===== src/rtl/hazard_stall_unit.sv =====
// hazard_stall_unit: load-use / branch data hazard detection with stall counter.
// Define HAZARD_STALL_PERF_EN to add the stall_cycles performance counter.
module hazard_stall_unit #(
  parameter int REG_AW             = 5,
  parameter int CNT_W              = 3,
  parameter int LOAD_USE_STALLS    = 1,
  parameter int BRANCH_ALU_STALLS  = 1,
  parameter int BRANCH_LOAD_STALLS = 2
) (
  input  logic              clk,
  input  logic              rst_n,
  input  logic [REG_AW-1:0] id_rs,
  input  logic [REG_AW-1:0] id_rt,
  input  logic              id_use_rs,
  input  logic              id_use_rt,
  input  logic              id_is_branch,
  input  logic              id_branch_taken,
  input  logic [REG_AW-1:0] ex_rd,
  input  logic              ex_reg_write,
  input  logic              ex_mem_read,
  input  logic [REG_AW-1:0] mem_rd,
  input  logic              mem_mem_read,
  output logic              pc_write,
  output logic              ifid_write,
  output logic              idex_noop,
  output logic              ifid_flush,
  output logic              stall_active,
  output logic [31:0]       stall_cycles
);

  localparam logic [0:0] S_IDLE  = 1'b0;
  localparam logic [0:0] S_STALL = 1'b1;

  localparam int BM_I = (BRANCH_LOAD_STALLS >= 2) ?
                        BRANCH_LOAD_STALLS - 1 : 0;

  localparam logic [CNT_W-1:0] LU_N = CNT_W'(LOAD_USE_STALLS);
  localparam logic [CNT_W-1:0] BA_N = CNT_W'(BRANCH_ALU_STALLS);
  localparam logic [CNT_W-1:0] BL_N = CNT_W'(BRANCH_LOAD_STALLS);
  localparam logic [CNT_W-1:0] BM_N = CNT_W'(BM_I);
  localparam logic [CNT_W-1:0] ONE  = CNT_W'(1);

  logic [0:0]       state_q, state_d;
  logic [CNT_W-1:0] cnt_q, cnt_d;
  logic [CNT_W-1:0] n_req;
  logic             ex_hit, mem_hit;
  logic             lu_hit, ba_hit, bl_hit, bm_hit;
  logic             detect, stall_raw;

  assign ex_hit =
    (id_use_rs && (id_rs != '0) && (id_rs == ex_rd)) ||
    (id_use_rt && (id_rt != '0) && (id_rt == ex_rd));

  assign mem_hit =
    (id_use_rs && (id_rs != '0) && (id_rs == mem_rd)) ||
    (id_use_rt && (id_rt != '0) && (id_rt == mem_rd));

  assign lu_hit = ex_mem_read && ex_hit && !id_is_branch;
  assign ba_hit = id_is_branch && ex_reg_write &&
                  !ex_mem_read && ex_hit;
  assign bl_hit = id_is_branch && ex_mem_read && ex_hit;
  assign bm_hit = id_is_branch && mem_mem_read && mem_hit;

  // Overlapping hazards cost the largest count, never the sum.
  always_comb begin
    n_req = '0;
    if (lu_hit && (LU_N > n_req)) n_req = LU_N;
    if (ba_hit && (BA_N > n_req)) n_req = BA_N;
    if (bl_hit && (BL_N > n_req)) n_req = BL_N;
    if (bm_hit && (BM_N > n_req)) n_req = BM_N;
  end

  assign detect    = (state_q == S_IDLE) && (n_req != '0);
  assign stall_raw = detect || (state_q == S_STALL);

  always_comb begin
    state_d = state_q;
    cnt_d   = cnt_q;
    unique case (1'b1)
      (state_q == S_IDLE): begin
        if (n_req > ONE) begin
          cnt_d   = n_req - ONE;
          state_d = S_STALL;
        end
      end
      (state_q == S_STALL): begin
        if (cnt_q == ONE) begin
          cnt_d   = '0;
          state_d = S_IDLE;
        end else begin
          cnt_d = cnt_q - ONE;
        end
      end
    endcase
  end

  always_ff @(posedge clk or negedge rst_n) begin
    if (!rst_n) begin
      state_q <= S_IDLE;
      cnt_q   <= '0;
    end else begin
      state_q <= state_d;
      cnt_q   <= cnt_d;
    end
  end

  // Reset only gates the outputs; the flops are already cleared asynchronously.
  assign pc_write     = !rst_n || !stall_raw;
  assign ifid_write   = !rst_n || !stall_raw;
  assign idex_noop    = rst_n && stall_raw;
  assign ifid_flush   = rst_n && id_branch_taken && !stall_raw;
  assign stall_active = (state_q == S_STALL);

`ifdef HAZARD_STALL_PERF_EN
  logic [31:0] perf_q, perf_d;

  always_comb begin
    perf_d = perf_q;
    if (stall_raw && (perf_q != '1)) perf_d = perf_q + 32'd1;
  end

  always_ff @(posedge clk or negedge rst_n) begin
    if (!rst_n) perf_q <= '0;
    else        perf_q <= perf_d;
  end

  assign stall_cycles = perf_q;
`else
  assign stall_cycles = 32'd0;
`endif

endmodule


===== config.mk =====
export PLATFORM = sky130hd
export DESIGN_NAME = hazard_stall_unit
export DESIGN_NICKNAME = d
export VERILOG_FILES = /design/src/rtl/hazard_stall_unit.sv
export SDC_FILE = /design/constraint.sdc
export NUM_CORES = 1
export LEC_CHECK = 0
export CAP_MARGIN = 20
export CORE_UTILIZATION = 26
export DETAILED_ROUTE_END_ITERATION = 8
export PLACE_DENSITY_LB_ADDON = 0.05
export SYNTH_ARGS = -nofsm -noshare
export SYNTH_HDL_FRONTEND = slang
export SYNTH_SLANG_ARGS = --single-unit

===== constraint.sdc =====
create_clock -name clk -period 5.05 [get_ports clk]
set_clock_uncertainty 0.15 [all_clocks]
set_input_delay 1.2625 -clock clk [delete_from_list [all_inputs] [get_ports clk]]
set_output_delay 1.2625 -clock clk [all_outputs]
set_load 0.02 [all_outputs]

---- After elaboration in Yosys (flattened, before gate mapping) ----
Index checks and enable logic that the tools add are counted.
word-level totals
  bits of input ports ..................... 29
  bits in writable memories ............... 0
  memories ................................ 0
  output and inout bits ................... 37
  ROM bits ................................ 0
  register bits ........................... 4
  latch bits .............................. 0
operators by class
  reductions and logical operators ........ 33
  multiplexer cells ....................... 10
  magnitude comparators ................... 4
  multiply operators ...................... 0
  equal/unequal tests ..................... 6
  div/mod/pow operators ................... 0
  bitwise logic cells ..................... 1
  shift-type cells ........................ 0
  $add $sub $neg .......................... 2
operators by type and width
  cell                 count
  $logic_and 1x1->1    22
  $eq 5x5->1           4
  $reduce_bool 5->1    2
  $mux 3               2
  $pmux 3 s2           1
  $sub 3x1->3 const B  2
  $logic_not 1->1      4
  $logic_or 1x1->1     4
  $mux 1               4
  $mux 2               2
  $eq 3x1->1 const B   1
  $gt 1x3->1 const A   1
  $gt 2x3->1 const A   1
  $gt 3x1->1 const B   1
  $reduce_bool 3->1    1
  $ne 2x1->1 const B   1
  $pmux 1 s2           1
  $gt 1x1->1 const A   1
  $not 1->1            1

---- Depth between registers and ports, before layout ----
  depth after elaboration ................. 21
  gate-level depth with buffers ........... 11

---- Least setup slack after synthesis ----
OpenSTA, ideal clock, no wires.
  path type ............................... input to output
  start ................................... input id_rs[0]
  end ..................................... output pc_write
  cell stages on the path ................. 11
  buffers on the path ..................... 1
  slack ................................... 76 ps
  arrival time ............................ 3562 ps
  required time ........................... 3638 ps
  cells stage by stage .................... or4_1 o21ai_2 nor4_2 o211ai_4 o21ai_2 or3_1 ha_1 nand2b_1 and2_1 inv_1 buf_4
on the way
  word-level cells in the longest chain between the ends .. 21
  elaborated cells between the ends (all ways) .. 28
  those cells by class .................... 3 x order compare; 2 x eq/ne; 4 x mux; 19 x reduce/logical
RTL lines
  element                         RTL line  text
  from (decl)                     12        input logic [REG_AW-1:0] id_rs,
  $reduce_bool 5->1               51, 55
  $logic_and 1x1->1               51, 55
  $logic_and 1x1->1               51        (id_use_rs && (id_rs != '0) && (id_rs == ex_rd)) ||
  $logic_or 1x1->1                51
  $logic_and 1x1->1 (2 in a row)  58        assign lu_hit = ex_mem_read && ex_hit && !id_is_branch;
  $mux 1                          67        if (lu_hit && (LU_N > n_req)) n_req = LU_N;
  $gt 1x1->1                      68        if (ba_hit && (BA_N > n_req)) n_req = BA_N;
  $logic_and 1x1->1               68
  (+4 left out)                   --
  $gt 1x3->1                      70        if (bm_hit && (BM_N > n_req)) n_req = BM_N;
  $logic_and 1x1->1               70
  $mux 2 (*)                      70
  $reduce_bool 3->1 (*)           73        assign detect = (state_q == S_IDLE) && (n_req != '0);
  $logic_and 1x1->1 (*)           73
  $logic_or 1x1->1 (*)            74        assign stall_raw = detect || (state_q == S_STALL);
  $logic_not 1->1 (*)             --
  $logic_or 1x1->1 (*)            --
  to (decl)                       23        output logic pc_write,
Every way passes the cells marked *; elsewhere a longest branch is shown, timed or not.

---- Worst setup path in the final report ----
  start ................................... input id_rs[3]
  end ..................................... output ifid_write
on the way
  word-level cells in the longest chain between the ends .. 21
  elaborated cells between the ends (all ways) .. 28
  those cells by class .................... 3 x order compare; 2 x eq/ne; 4 x mux; 19 x reduce/logical
RTL lines
  element                         RTL line  text
  $reduce_bool 5->1               51, 55
  $logic_and 1x1->1               51, 55
  $logic_and 1x1->1               51
  $logic_or 1x1->1                51
  $logic_and 1x1->1 (2 in a row)  58
  $mux 1                          67
  $gt 1x1->1                      68
  $logic_and 1x1->1               68
  (+4 left out)                   --
  $gt 1x3->1                      70
  $logic_and 1x1->1               70
  $mux 2 (*)                      70
  $reduce_bool 3->1 (*)           73
  $logic_and 1x1->1 (*)           73
  $logic_or 1x1->1 (*)            74
  $logic_not 1->1 (*)             109       assign ifid_write = !rst_n || !stall_raw;
  $logic_or 1x1->1 (*)            109
  to (decl)                       24        output logic ifid_write,
Marks and branches as above.

==> results by group <==
Drt
  – WL final: 2.01 mm
  – # DRC: 0
  – Vias/cell: approximately 4
  – Routed WL per cell: 10.0 um
  – Drt pass-1 iters: 4
  – Remaining antenna violation count: 0
  – Vias: slightly below 800
  – DRT iter0 DRCs: 30

Run status
  – Status: finished, final reports clean

Setup path
  – FF-to-FF End: cnt_q[1]
  – Critical path cell sequence: dlygate4sd2_1, or4_4, o21ai_4, nor4_4, o211ai_4, o21ai_2, or3_4, ha_1, nand2b_1, and2_4, inv_1, buf_2
  – Required time of the critical path: around 3600 ps
  – Critical path's top delay family: simple AND/OR/NAND/NOR gates
  – WP data arrival: between 3000 and 4000 ps
  – Crit-path max FO: 3
  – CP Class: in2out
  – Critical Path Max Stage Delay: roughly 550 ps
  – R2R Setup Slk: ~3500 ps
  – R2R depth: 6
  – CP endpoint kind: output pin
  – Critical path buffers and inverters: 3
  – Reg-to-Reg Start: cnt_q[1]
  – Worst setup SP type: input port
  – CP max-delay cell: or4_4

Worst hold path
  – Hold crit path type: reg2reg
  – Min-delay src: cnt_q[0]
  – Hold Crit Depth: 1
  – Min-Delay Endpoint: cnt_q[0]

Floorplanning
  – Starting density of the core: a little over a quarter
  – Top Ports: 66
  – Die footprint: ~3500 um2
  – Row cnt: 20
  – Die W: a little under 60 um
  – Area of the core: roughly 3000 um2
  – Chip height: a little under 60 um

Synthesis
  – Synth cell types: 30
  – Yosys reg bits: 4
  – Seq/Total Area, Yosys: between 10% and 20%
  – Mapped cell area: ~840 um2
  – Syn avg cell area: 8.14 um2
  – Yosys Warn Count: 0
  – Cell count after synthesis: about 100

Clock network
  – Max Buffers Root-to-Sink: 2
  – Root Buffer: clkbuf_4
  – H-tree Lvls: 1
  – Total CTS buffers: 3
  – Worst-Skew Late Latency: about 230 ps
  – Clk slew on worst S/H paths: 40 ps
  – CTS tree: yes
  – Hold_buf cts: 0
  – Clk sinks: 4

Timing
  – Fin crit period: between 4000 and 5000 ps
  – Worst setup margin: around 110 ps
  – Final Setup Violations: 0
  – Final Hold Vio Count: 0
  – Final Slew Violations: 0
  – Fmax: just over 0.2 GHz
  – Final hold slack: approximately 340 ps
  – RSZ-0062 raised after global routing: true
  – Total negative slack: 0 ps
  – Crit share post-route: a little over nine tenths

Final layout
  – Ratio of cells with drive above 1 in the final layout: between 30% and 40%
  – Most frequent cells in the layout: 32 x conb_1, 20 x buf_4, 13 x clkdlybuf4s50_1
  – Final Util: 44.5%
  – Post-Layout Inst Area: 1360 um2
  – Post-Layout Cell Count: 200
  – Final-stage net count: 191
  – Most common cell after layout, fill and taps aside: conb_1
  – Inserted Diodes: 0
  – P&R area growth vs syn: 62.1%

Global routing
  – Initial antenna violation count: 0
  – Vias in the first global route: 766
  – First-pass GRT wire length: around 3.1 mm
  – Tot GR Track Use: between 10% and 20%
  – GRT Residual Overflow: 0
  – Largest net degree at the start of global routing: 11

Placement
  – IO buf count: 33
  – Final HPWL DP: about 1.7 mm
  – Area after DPL: approximately 1200 um2
  – Dpl cells: 194
  – DP Worst Slack: -585 ps
  – GP Congestion: slightly below 0.8

Pwr
  – Switching Power: 0.103 mW
  – Total power after layout: 0.249 mW
  – Clock share of power: 15.7%
  – Sw frac: between 40 and 50%
  – Leak: 0.691 nW
  – Seq pwr share: ~22%
  – Power per cell area: approximately 180 nW/um2
  – Combinational Power Share: between 60% and 70%
  – Maximum vdd drop: between 40 and 50 uV
  – Internal: ~0.15 mW

Flow run
  – Max_cap viols: 0
-- kinds of logic (layout without fill, tap and decap cells) --
group	Yosys count	after routing	synth area share, %
other	1	32	0.447
multiplexers	1	1	1.34
buffers and inverters	39	61	32.2
XOR/XNOR	20	20	20.9
flip-flops	4	4	11.9
AO/OA/AOI/OAI	11	11	11.0
AND/OR/NAND/NOR	23	23	16.1
adder cells (fa/ha/maj)	4	4	5.97
-- area by class of cell --
cell class,count,area (um2)
tap,44,55.1
fill,343,1690
multi-input combinational,91,686
inverter,5,18.8
timing repair buffer,53,477
clock buffer,3,22.5
sequential,4,100
-- synthesized netlist by cell type, drive strengths merged --
| library cell | n | area, um2 |
|---|---|---|
| a211o | 1 | 10.0 |
| a21o | 1 | 8.76 |
| and2 | 1 | 6.26 |
| buf | 33 | 248 |
| clkbuf | 1 | 3.75 |
| conb | 1 | 3.75 |
| dfrtp | 4 | 100 |
| ha | 4 | 50.1 |
| inv | 5 | 18.8 |
| mux2 | 1 | 11.3 |
| nand2 | 2 | 7.51 |
| nand2b | 1 | 6.26 |
| nand3 | 2 | 10.0 |
| nand3b | 1 | 7.51 |
| nand4 | 2 | 12.5 |
| nor2 | 4 | 15.0 |
| nor3 | 2 | 10.0 |
| nor3b | 1 | 7.51 |
| nor4 | 4 | 31.3 |
| o211ai | 1 | 21.3 |
| o21ai | 6 | 37.5 |
| o22ai | 1 | 6.26 |
| o311ai | 1 | 8.76 |
| or3 | 1 | 6.26 |
| or4 | 2 | 15.0 |
| xnor2 | 8 | 70.1 |
| xor2 | 12 | 105 |
-- power by group through the flow --
stage | registers (mW) | logic [mW] | clock network, mW
after floorplan | 0.0524 | 0.109 | 0
after global placement | 0.0548 | 0.147 | 0
after detailed placement | 0.0551 | 0.149 | 0
after CTS | 0.0551 | 0.151 | 0.0417
after global routing | 0.0572 | 0.172 | 0.0442
final | 0.0549 | 0.155 | 0.0392
-- layer usage --
metal	wire length, um	vias to the layer above	global-route usage, %
li1	-	385	-
met1	718	367	11.8
met2	1150	39	24.0
met3	112	4	0.440
met4	29	0	5.10
met5	0	-	0
-- worst max path at each step --
stage	start	endpoint	slack, ps	cells past startpoint
floorplan	id_rs[0]	pc_write	80	11
global placement	id_rs[0]	idex_noop	-590	11
detailed placement	id_rs[0]	idex_noop	-590	11
CTS	mem_rd[3]	ifid_write	3	12
global route	id_rt[1]	ifid_flush	-3	13
finish	id_rs[3]	ifid_write	110	12
-- registers in the layout, summed over array words and instances (netlist names) --
register / flops
stall_active: 1
cnt_q: 3
-- what timing repair did --
action | CTS | global route
buffers inserted | 3 | 0
setup endpoints to repair | 4 | 4
gates resized for setup | 34 | 17
gates cloned | 0 | 0
pin swaps | 9 | 13
Note: power is estimated with default switching activity, not from simulation.
